==> src/rtl/mips_step_ctrl_pkg.sv <==
`default_nettype none
// ============================================================================
//  Module   : mips_step_ctrl_pkg
//  Purpose  : Shared definitions for the board-side run/step controller.
//             Holds the FSM state encoding and the default timing constants
//             that other board controls reuse.
//  Revision : 1.0  initial release
// ============================================================================
package mips_step_ctrl_pkg;

    // Controller states, 3-bit encoding shared with display/debug logic
    typedef enum logic [2:0] {
        S_IDLE  = 3'd0,
        S_PULSE = 3'd1,
        S_HELD  = 3'd2,
        S_RUN   = 3'd3,
        S_HALT  = 3'd4
    } state_t;

    // 10 ms of stable button level at 25 MHz
    localparam int DB_CYCLES_DEF     = 250000;
    // 0.5 s before the first auto-repeat, then 10 repeats per second
    localparam int REPEAT_DELAY_DEF  = 12500000;
    localparam int REPEAT_PERIOD_DEF = 2500000;
    localparam int CNT_W_DEF         = 32;

endpackage : mips_step_ctrl_pkg
`default_nettype wire

==> src/rtl/mips_step_ctrl_if.sv <==
`default_nettype none
// ============================================================================
//  Interface : mips_step_ctrl_if
//  Purpose   : Bundles the physical controls and the core-facing outputs of
//              the run/step controller.
//  Signals   : btn_step    raw step pushbutton, active-high
//              run_mode    raw slide switch, 1 = free run
//              halt        core-reported halt, synchronous
//              cpu_en      enable to the core
//              halted      sticky halt flag
//              stepping    1 while in step mode
//              cycle_count number of cycles with cpu_en=1
//  Modports  : master = board / stimulus side, slave = controller side
//  Revision  : 1.0  initial release
// ============================================================================
interface mips_step_ctrl_if
    import mips_step_ctrl_pkg::*;
#(
    parameter int CNT_W = CNT_W_DEF
);
    logic             btn_step;
    logic             run_mode;
    logic             halt;
    logic             cpu_en;
    logic             halted;
    logic             stepping;
    logic [CNT_W-1:0] cycle_count;

    modport master (
        output btn_step, run_mode, halt,
        input  cpu_en, halted, stepping, cycle_count
    );

    modport slave (
        input  btn_step, run_mode, halt,
        output cpu_en, halted, stepping, cycle_count
    );

endinterface : mips_step_ctrl_if
`default_nettype wire

==> src/rtl/mips_step_ctrl_btn_debounce.sv <==
`default_nettype none
// ============================================================================
//  Module   : btn_debounce
//  Purpose  : 2-FF synchronizer followed by a stability debouncer for one
//             mechanical pushbutton. The debounced level only changes after
//             DB_CYCLES consecutive synchronized samples disagree with it.
//  Ports    : clk   system clock
//             rst   synchronous active-high reset
//             raw   asynchronous button input
//             level debounced level
//             rise  one-cycle pulse when level goes 0 -> 1
//             fall  one-cycle pulse when level goes 1 -> 0
//  Revision : 1.0  initial release
// ============================================================================
module btn_debounce
    import mips_step_ctrl_pkg::*;
#(
    parameter int DB_CYCLES = DB_CYCLES_DEF
) (
    input  logic clk,
    input  logic rst,
    input  logic raw,
    output logic level,
    output logic rise,
    output logic fall
);

    localparam int DB_W = (DB_CYCLES > 1) ? $clog2(DB_CYCLES) : 1;
    localparam logic [DB_W-1:0] DB_LAST = DB_W'(DB_CYCLES - 1);

    logic            sync1_q;
    logic            sync2_q;
    logic            level_q;
    logic            rise_q;
    logic            fall_q;
    logic [DB_W-1:0] cnt_q;

    always_ff @(posedge clk) begin
        if (rst) begin
            sync1_q <= 1'b0;
            sync2_q <= 1'b0;
            level_q <= 1'b0;
            rise_q  <= 1'b0;
            fall_q  <= 1'b0;
            cnt_q   <= '0;
        end else begin
            sync1_q <= raw;
            sync2_q <= sync1_q;
            rise_q  <= 1'b0;
            fall_q  <= 1'b0;
            // cnt_q counts consecutive samples that disagree with the
            // accepted level; any agreeing sample restarts the count, so a
            // glitch shorter than DB_CYCLES never reaches the level.
            if (sync2_q == level_q) begin
                cnt_q <= '0;
            end else if (cnt_q == DB_LAST) begin
                level_q <= sync2_q;
                rise_q  <= sync2_q;
                fall_q  <= ~sync2_q;
                cnt_q   <= '0;
            end else begin
                cnt_q <= cnt_q + DB_W'(1);
            end
        end
    end

    assign level = level_q;
    assign rise  = rise_q;
    assign fall  = fall_q;

endmodule : btn_debounce
`default_nettype wire

==> src/rtl/mips_step_ctrl.sv <==
`default_nettype none
// ============================================================================
//  Module   : mips_step_ctrl
//  Purpose  : Board-side run/step controller producing the per-cycle enable
//             for the MIPS core. Run mode enables the core every cycle; step
//             mode issues one enable pulse per debounced button press. A
//             sticky halt stops the core until reset. Cycles with the core
//             enabled are counted for the display.
//  Ports    : clk  system clock
//             rst  synchronous active-high reset
//             bus  mips_step_ctrl_if.slave (btn_step, run_mode, halt in;
//                  cpu_en, halted, stepping, cycle_count out)
//  Config   : STEP_AUTOREPEAT_EN - when defined, a held step button
//             auto-repeats after REPEAT_DELAY cycles, then every
//             REPEAT_PERIOD cycles. When undefined, one pulse per press.
//  Revision : 1.0  initial release
// ============================================================================
module mips_step_ctrl
    import mips_step_ctrl_pkg::*;
#(
    parameter int DB_CYCLES     = DB_CYCLES_DEF,
    parameter int CNT_W         = CNT_W_DEF
`ifdef STEP_AUTOREPEAT_EN
    ,
    parameter int REPEAT_DELAY  = REPEAT_DELAY_DEF,
    parameter int REPEAT_PERIOD = REPEAT_PERIOD_DEF
`endif
) (
    input  logic               clk,
    input  logic               rst,
    mips_step_ctrl_if.slave    bus
);

    // ------------------------------------------------------------------
    // Inputs: debounced step button, synchronized run switch
    // ------------------------------------------------------------------
    logic btn_level;
    logic btn_rise;
    logic btn_fall;

    btn_debounce #(
        .DB_CYCLES (DB_CYCLES)
    ) u_btn_debounce (
        .clk   (clk),
        .rst   (rst),
        .raw   (bus.btn_step),
        .level (btn_level),
        .rise  (btn_rise),
        .fall  (btn_fall)
    );

    logic run_sync1_q;
    logic run_s_q;

    always_ff @(posedge clk) begin
        if (rst) begin
            run_sync1_q <= 1'b0;
            run_s_q     <= 1'b0;
        end else begin
            run_sync1_q <= bus.run_mode;
            run_s_q     <= run_sync1_q;
        end
    end

`ifdef STEP_AUTOREPEAT_EN
    // ------------------------------------------------------------------
    // Auto-repeat timing: hold_q counts cycles since the last pulse while
    // the button stays pressed; rep_q selects the repeat period once the
    // initial delay has elapsed.
    // ------------------------------------------------------------------
    localparam int HOLD_MAX = (REPEAT_DELAY > REPEAT_PERIOD) ? REPEAT_DELAY : REPEAT_PERIOD;
    localparam int HOLD_W   = (HOLD_MAX > 1) ? $clog2(HOLD_MAX) : 1;
    localparam logic [HOLD_W-1:0] DELAY_LAST  = HOLD_W'(REPEAT_DELAY - 1);
    localparam logic [HOLD_W-1:0] PERIOD_LAST = HOLD_W'(REPEAT_PERIOD - 1);

    logic [HOLD_W-1:0] hold_q;
    logic              rep_q;
    logic              rep_fire;

    assign rep_fire = (hold_q == (rep_q ? PERIOD_LAST : DELAY_LAST));
`endif

    // ------------------------------------------------------------------
    // Control FSM with registered outputs
    // ------------------------------------------------------------------
    state_t state_q;
    logic   cpu_en_q;
    logic   halted_q;
    logic   stepping_q;

    always_ff @(posedge clk) begin
        if (rst) begin
            state_q    <= S_IDLE;
            cpu_en_q   <= 1'b0;
            halted_q   <= 1'b0;
            stepping_q <= 1'b1;
`ifdef STEP_AUTOREPEAT_EN
            hold_q     <= '0;
            rep_q      <= 1'b0;
`endif
        end else if (bus.halt) begin
            // Halt overrides any step edge or run request this cycle
            state_q    <= S_HALT;
            cpu_en_q   <= 1'b0;
            halted_q   <= 1'b1;
            stepping_q <= 1'b0;
`ifdef STEP_AUTOREPEAT_EN
            hold_q     <= '0;
            rep_q      <= 1'b0;
`endif
        end else begin
            stepping_q <= ~run_s_q;
            cpu_en_q   <= 1'b0;
`ifdef STEP_AUTOREPEAT_EN
            hold_q     <= '0;
            rep_q      <= 1'b0;
`endif
            case (state_q)
                S_IDLE: begin
                    // A run request takes precedence over a pending press
                    if (run_s_q) begin
                        state_q  <= S_RUN;
                        cpu_en_q <= 1'b1;
                    end else if (btn_rise) begin
                        state_q  <= S_PULSE;
                        cpu_en_q <= 1'b1;
                    end
                end
                S_PULSE: begin
                    // The single pulse always completes; a release seen
                    // during it is handled here because its fall pulse
                    // will not be visible from S_HELD.
                    state_q <= btn_level ? S_HELD : S_IDLE;
`ifdef STEP_AUTOREPEAT_EN
                    hold_q  <= hold_q + HOLD_W'(1);
`endif
                end
                S_HELD: begin
                    if (run_s_q) begin
                        state_q  <= S_RUN;
                        cpu_en_q <= 1'b1;
                    end else if (btn_fall) begin
                        state_q  <= S_IDLE;
`ifdef STEP_AUTOREPEAT_EN
                    end else if (rep_fire) begin
                        cpu_en_q <= 1'b1;
                        rep_q    <= 1'b1;
                    end else begin
                        hold_q   <= hold_q + HOLD_W'(1);
                        rep_q    <= rep_q;
`endif
                    end
                end
                S_RUN: begin
                    if (run_s_q) begin
                        cpu_en_q <= 1'b1;
                    end else begin
                        state_q  <= S_IDLE;
                    end
                end
                S_HALT: begin
                    stepping_q <= 1'b0;
                end
                default: begin
                    state_q <= S_IDLE;
                end
            endcase
        end
    end

    // ------------------------------------------------------------------
    // Retired-cycle counter, wraps silently
    // ------------------------------------------------------------------
    logic [CNT_W-1:0] cycle_count_q;
    logic [CNT_W-1:0] cycle_count_d;

    assign cycle_count_d = cycle_count_q + CNT_W'(cpu_en_q);

    always_ff @(posedge clk) begin
        if (rst) begin
            cycle_count_q <= '0;
        end else begin
            cycle_count_q <= cycle_count_d;
        end
    end

    assign bus.cpu_en      = cpu_en_q;
    assign bus.halted      = halted_q;
    assign bus.stepping    = stepping_q;
    assign bus.cycle_count = cycle_count_q;

endmodule : mips_step_ctrl
`default_nettype wire

==> src/flat_wrapper.sv <==
// flat-port wrapper written by rule: the top's interface ports become plain ports
module mips_step_ctrl_flat import mips_step_ctrl_pkg::*;
#(
    parameter int DB_CYCLES     = DB_CYCLES_DEF,
    parameter int CNT_W         = CNT_W_DEF

)
  (clk, rst, bus_btn_step, bus_run_mode, bus_halt, bus_cpu_en, bus_halted, bus_stepping, bus_cycle_count);
  mips_step_ctrl_if #(.CNT_W(CNT_W)) bus_i ();
  input  logic clk;
  input  logic rst;
  input wire logic [$bits(bus_i.btn_step)-1:0] bus_btn_step;
  input wire logic [$bits(bus_i.run_mode)-1:0] bus_run_mode;
  input wire logic [$bits(bus_i.halt)-1:0] bus_halt;
  output wire logic [$bits(bus_i.cpu_en)-1:0] bus_cpu_en;
  output wire logic [$bits(bus_i.halted)-1:0] bus_halted;
  output wire logic [$bits(bus_i.stepping)-1:0] bus_stepping;
  output wire logic [$bits(bus_i.cycle_count)-1:0] bus_cycle_count;
  assign bus_i.btn_step = bus_btn_step;
  assign bus_i.run_mode = bus_run_mode;
  assign bus_i.halt = bus_halt;
  assign bus_cpu_en = bus_i.cpu_en;
  assign bus_halted = bus_i.halted;
  assign bus_stepping = bus_i.stepping;
  assign bus_cycle_count = bus_i.cycle_count;
  mips_step_ctrl #(.DB_CYCLES(DB_CYCLES), .CNT_W(CNT_W)) u_core (.clk(clk), .rst(rst), .bus(bus_i));
endmodule
==> config.mk <==
export PLATFORM = sky130hd
export DESIGN_NAME = mips_step_ctrl_flat
export DESIGN_NICKNAME = d
export VERILOG_FILES = /design/src/rtl/mips_step_ctrl_pkg.sv /design/src/rtl/mips_step_ctrl_if.sv /design/src/rtl/mips_step_ctrl_btn_debounce.sv /design/src/rtl/mips_step_ctrl.sv /design/src/flat_wrapper.sv
export SDC_FILE = /design/constraint.sdc
export NUM_CORES = 1
export LEC_CHECK = 0
export ABC_AREA = 1
export CAP_MARGIN = 20
export CORE_UTILIZATION = 55
export DETAILED_ROUTE_END_ITERATION = 12
export GPL_TIMING_DRIVEN = 0
export PLACE_DENSITY = 0.92
export SETUP_SLACK_MARGIN = 0.5
export SYNTH_ARGS = -nofsm -noshare
export SYNTH_HDL_FRONTEND = slang
export SYNTH_SLANG_ARGS = --single-unit
==> constraint.sdc <==
create_clock -name clk -period 1.8 [get_ports clk]
set_input_delay 0.36 -clock clk [delete_from_list [all_inputs] [get_ports clk]]
set_output_delay 0.36 -clock clk [all_outputs]
set_load 0.05 [all_outputs]
==> impl_metrics.py <==
metrics = {
    "worst_hold_path": {
        "min_to": "u_core.u_btn_debounce.sync2_q$_SDFF_PP0_",
        "hp-start": "u_core.u_btn_debounce.sync1_q$_SDFF_PP0_",
        "holdPathStages": 2,
        "min_path_type": "register to register",
    },
    "cells_and_area": {
        "fin_nets": 546,
        "seq_area_um2": 1351,
        "design_area_um2": 4466,
        "post-route-util_pct": 85.26,
        "fillCellCount": 282,
        "multiInputGateArea_um2": 1936,
        "diodes": 0,
        "drive_above_1_share_pct": 37.02,
        "synthToLayoutAreaGrowth_pct": 45.02,
    },
    "clocking": {
        "clk_pin_slew_ps": 80,
        "clk_latency_ps": 350,
        "ctsHoldBuffers": 0,
        "h-tree-depth": 3,
        "cts-buffers-inserted": 9,
        "cts_tree": "yes",
        "cts_buffer_depth": 2,
        "cts_root_buffer": "clkbuf_8",
        "cts_sinks": 63,
    },
    "job": {
        "maxCapViolCount": 0,
    },
    "grt": {
        "antenna_found_initial": 0,
        "grt_pass1_wl_um": 14790,
        "grt_max_degree": 13,
        "gr-total-overflow": 0,
        "track_usage_pct": 31.63,
        "grt_pass1_vias": 3276,
    },
    "routing": {
        "drc": 0,
        "drt_first_pass_iters": 6,
        "drt_iter0_markers": 416,
        "wirelength_um": 10230,
        "detail-route-antenna-nets": 0,
        "vias": 3569,
        "wl_per_cell_um": 16.69,
        "via_per_inst": 5.822,
    },
    "worst_setup_path": {
        "criticalPathCategory": "register to register",
        "cp-end-kind": "register",
        "slowest_stage": "dfxtp_4",
        "required_ps": 2030,
        "worstReg2RegStart": "u_core.bus.cpu_en$_SDFF_PP0_",
        "reg2regPathDepth": 9,
        "max_stage_delay_ps": 360,
        "crit_buf_inv": 0,
        "reg2reg_to": "u_core.bus.cycle_count[26]$_SDFF_PP0_",
        "cpLargestDelayFamily": "simple AND/OR/NAND/NOR gates",
        "cp_max_fo": 5,
        "r2r_slack_ps": 250,
        "crit_chain": "ha_4 -> ha_4 -> nand2_4 -> nor2_4 -> nand3_2 -> nor2_4 -> nand3_1 -> nand2_1 -> nor2_1",
        "worstPathArrival_ps": 1780,
        "start_kind": "register",
    },
    "synth": {
        "synth_edf_count": 0,
        "synth_area_leaders": "dfxtp_1 41%, nand2_1 14%, nor2_1 12%, inv_1 6.8%, a21oi_1 5.2%",
        "synth-xor-area-share_pct": 3.129,
        "synthMuxAreaShare_pct": 0,
        "syn_inst": 464,
        "post-synth-top-area-fraction_pct": 40.96,
        "synth-simple-area-share_pct": 37.30,
        "synth_top_area_cell": "dfxtp_1",
        "ys_warn_count": 0,
        "synth_area_per_cell_um2": 6.636,
        "async_flop_share_pct": 0,
        "synth_top_family_by_area": "simple AND/OR/NAND/NOR gates",
        "yosys_register_bits": 63,
        "synth_common_cells": "116 x nand2_1, 100 x nor2_1, 63 x dfxtp_1, 56 x inv_1, 32 x a21oi_1",
        "yosys.area_share.adder_pct": 1.219,
        "syn_area_um2": 3079,
        "seq_area_frac_synth_pct": 40.96,
        "synth_compound_area_share_pct": 9.427,
        "synth_nets": 472,
        "synth_flop_cell": "dfxtp_1",
        "synth_cell_types": 29,
        "yosysMostFrequentCell": "nand2_1",
    },
    "sta": {
        "setup_viol": 0,
        "rsz0062_at_grt": "true",
        "setup_tns_ps": 0,
        "worst_slew_pin_slew_ps": 572.2,
        "timing.slew.headroom_pct": 61.85,
        "fin_worst_skew_ps": 14.09,
        "max_freq_mhz": 645.1,
        "timing.final.crit_period_ps": 1550,
        "period_share_pct": 86.12,
        "slew_viol_final": 0,
        "hold_viol": 0,
        "whs_ps": 412.0,
    },
    "floorplan": {
        "pin_count": 40,
        "die_w_um": 76.83,
        "dieArea_um2": 5902,
        "initial_utilization_pct": 58.79,
        "dieHeight_um": 76.83,
        "core_area_um2": 5238,
        "core.rowCount": 26,
    },
    "place": {
        "place_hpwl_um": 5556,
        "io_buffers": 38,
        "placed_area_um2": 3706,
        "gp_congestion": 0.9096,
    },
    "run_status": {
        "status": "complete, no violations",
    },
    "power_and_ir_drop": {
        "leakagePower_nw": 1.655,
        "max-vdd-ir-drop_v": 0.0005537,
        "p_per_area_nw_per_um2": 600.3,
    },
}
==> worst max-delay path by stage <==
| stage | startpoint | endpoint | slack, ps | depth (start not counted) |
|---|---|---|---|---|
| CTS | u_core.bus.cpu_en$_SDFF_PP0_ | u_core.bus.cycle_count[16]$_SDFF_PP0_ | 340 | 9 |
| global placement | u_core.bus.cycle_count[22]$_SDFF_PP0_ | bus_cycle_count[22] | 270 | 1 |
| global route | u_core.bus.cpu_en$_SDFF_PP0_ | u_core.bus.cycle_count[30]$_SDFF_PP0_ | 160 | 8 |
| detailed placement | u_core.bus.cycle_count[18]$_SDFF_PP0_ | bus_cycle_count[18] | 270 | 1 |
| floorplan | u_core.bus.cpu_en$_SDFF_PP0_ | u_core.bus.cycle_count[26]$_SDFF_PP0_ | 300 | 9 |
| finish | u_core.bus.cpu_en$_SDFF_PP0_ | u_core.bus.cycle_count[26]$_SDFF_PP0_ | 250 | 9 |
==> timing repair <==
item,CTS,global route
buffers inserted,16,8
pin swaps,18,17
hold endpoints to repair,0,0
endpoints found under the setup margin,75,74
resized for setup,244,88
cloned,1,0
==> stage by stage <==
step                      power (mW)  cells  setup slack [ps]
after floorplan                1.479    464             300.0
after global placement         1.505    572             268.9
after detailed placement       1.509    572             266.1
after CTS                      2.671    605             341.2
after global routing           2.757    613             158.0
final                          2.681    613             249.9
==> tightest hold or removal path, stage by stage (launching register included) <==
cell     delay (ps)
dfxtp_1         300
inv_1            40
nor2_1           30
==> area by class of cell <==
class                   instances  share of cell area, %
well taps                      70                  1.961
clock buffers                  10                  3.334
multi-input cells             339                  43.35
plain buffers                   5                 0.7005
flip-flops and latches         63                  30.26
repair buffers                 63                  14.68
clock inverters                 6                 0.8686
inverters                      57                  4.847
==> logic make-up after synthesis <==
group | count (synthesis)
simple gates | 271
xor+xnor | 11
buf+inv | 62
compound gates | 54
flops | 63
fa+ha+maj | 3
==> sequential cells by signal, summed over array words and instances, names as in the netlist <==
register / cells
u_core.bus.cycle_count: 32
u_core.u_btn_debounce.cnt_q: 18
u_core.state_q: 3
u_core.bus.cpu_en: 1
u_core.bus.halted: 1
u_core.bus.stepping: 1
u_core.run_s_q: 1
u_core.run_sync1_q: 1
u_core.u_btn_debounce.fall: 1
u_core.u_btn_debounce.level: 1
u_core.u_btn_debounce.rise: 1
u_core.u_btn_debounce.sync1_q: 1
u_core.u_btn_debounce.sync2_q: 1
==> report_power, final <==
part | internal [mW] | leakage, nW | total, mW | switching, mW
registers | 1.38 | 0.534 | 1.39 | 0.00801
clock network | 0.586 | 0.103 | 1.19 | 0.603
logic | 0.0400 | 1.02 | 0.105 | 0.0655
total | 2.00 | 1.65 | 2.68 | 0.676
==> metal layers <==
metal	routed length, um	global-route usage (%)
met5	0	0
met4	510	16.54
met3	871	5.238
met2	5159	55.80
met1	3690	36.40
==> placed cells by master (no fill, tap or decap), types with 2 or more instances in the layout <==
cell             Yosys  layout
o21ai_1              0       3
a21oi_2              1      11
nand4_1              3       3
buf_12               0       2
nand2_4              1       6
o21a_1               5       5
nand3_2              0       7
buf_2                1       3
nor2_1             100      75
clkbuf_1             3       3
nand2_1            116     104
dfxtp_4              0      17
o21ai_2              0       2
nand2_2              3      10
nor3_1               6       3
o21ai_0             14       9
nor2_4               5      20
clkdlybuf4s50_1      0       3
clkbuf_8             0       9
dfxtp_2              0      21
inv_2                1       2
nand3_4              0       2
xnor2_1              3       3
dfxtp_1             63      25
nor3_2               0       3
nor2_2               5      15
ha_4                 0       3
nand3_1             26      17
nand3b_1             2       2
inv_1               56      54
inv_4                0       5
buf_6                0      36
xor2_1               8       7
a21oi_1             32      22
buf_4                0      18
Power figures use the tool's default switching activity.
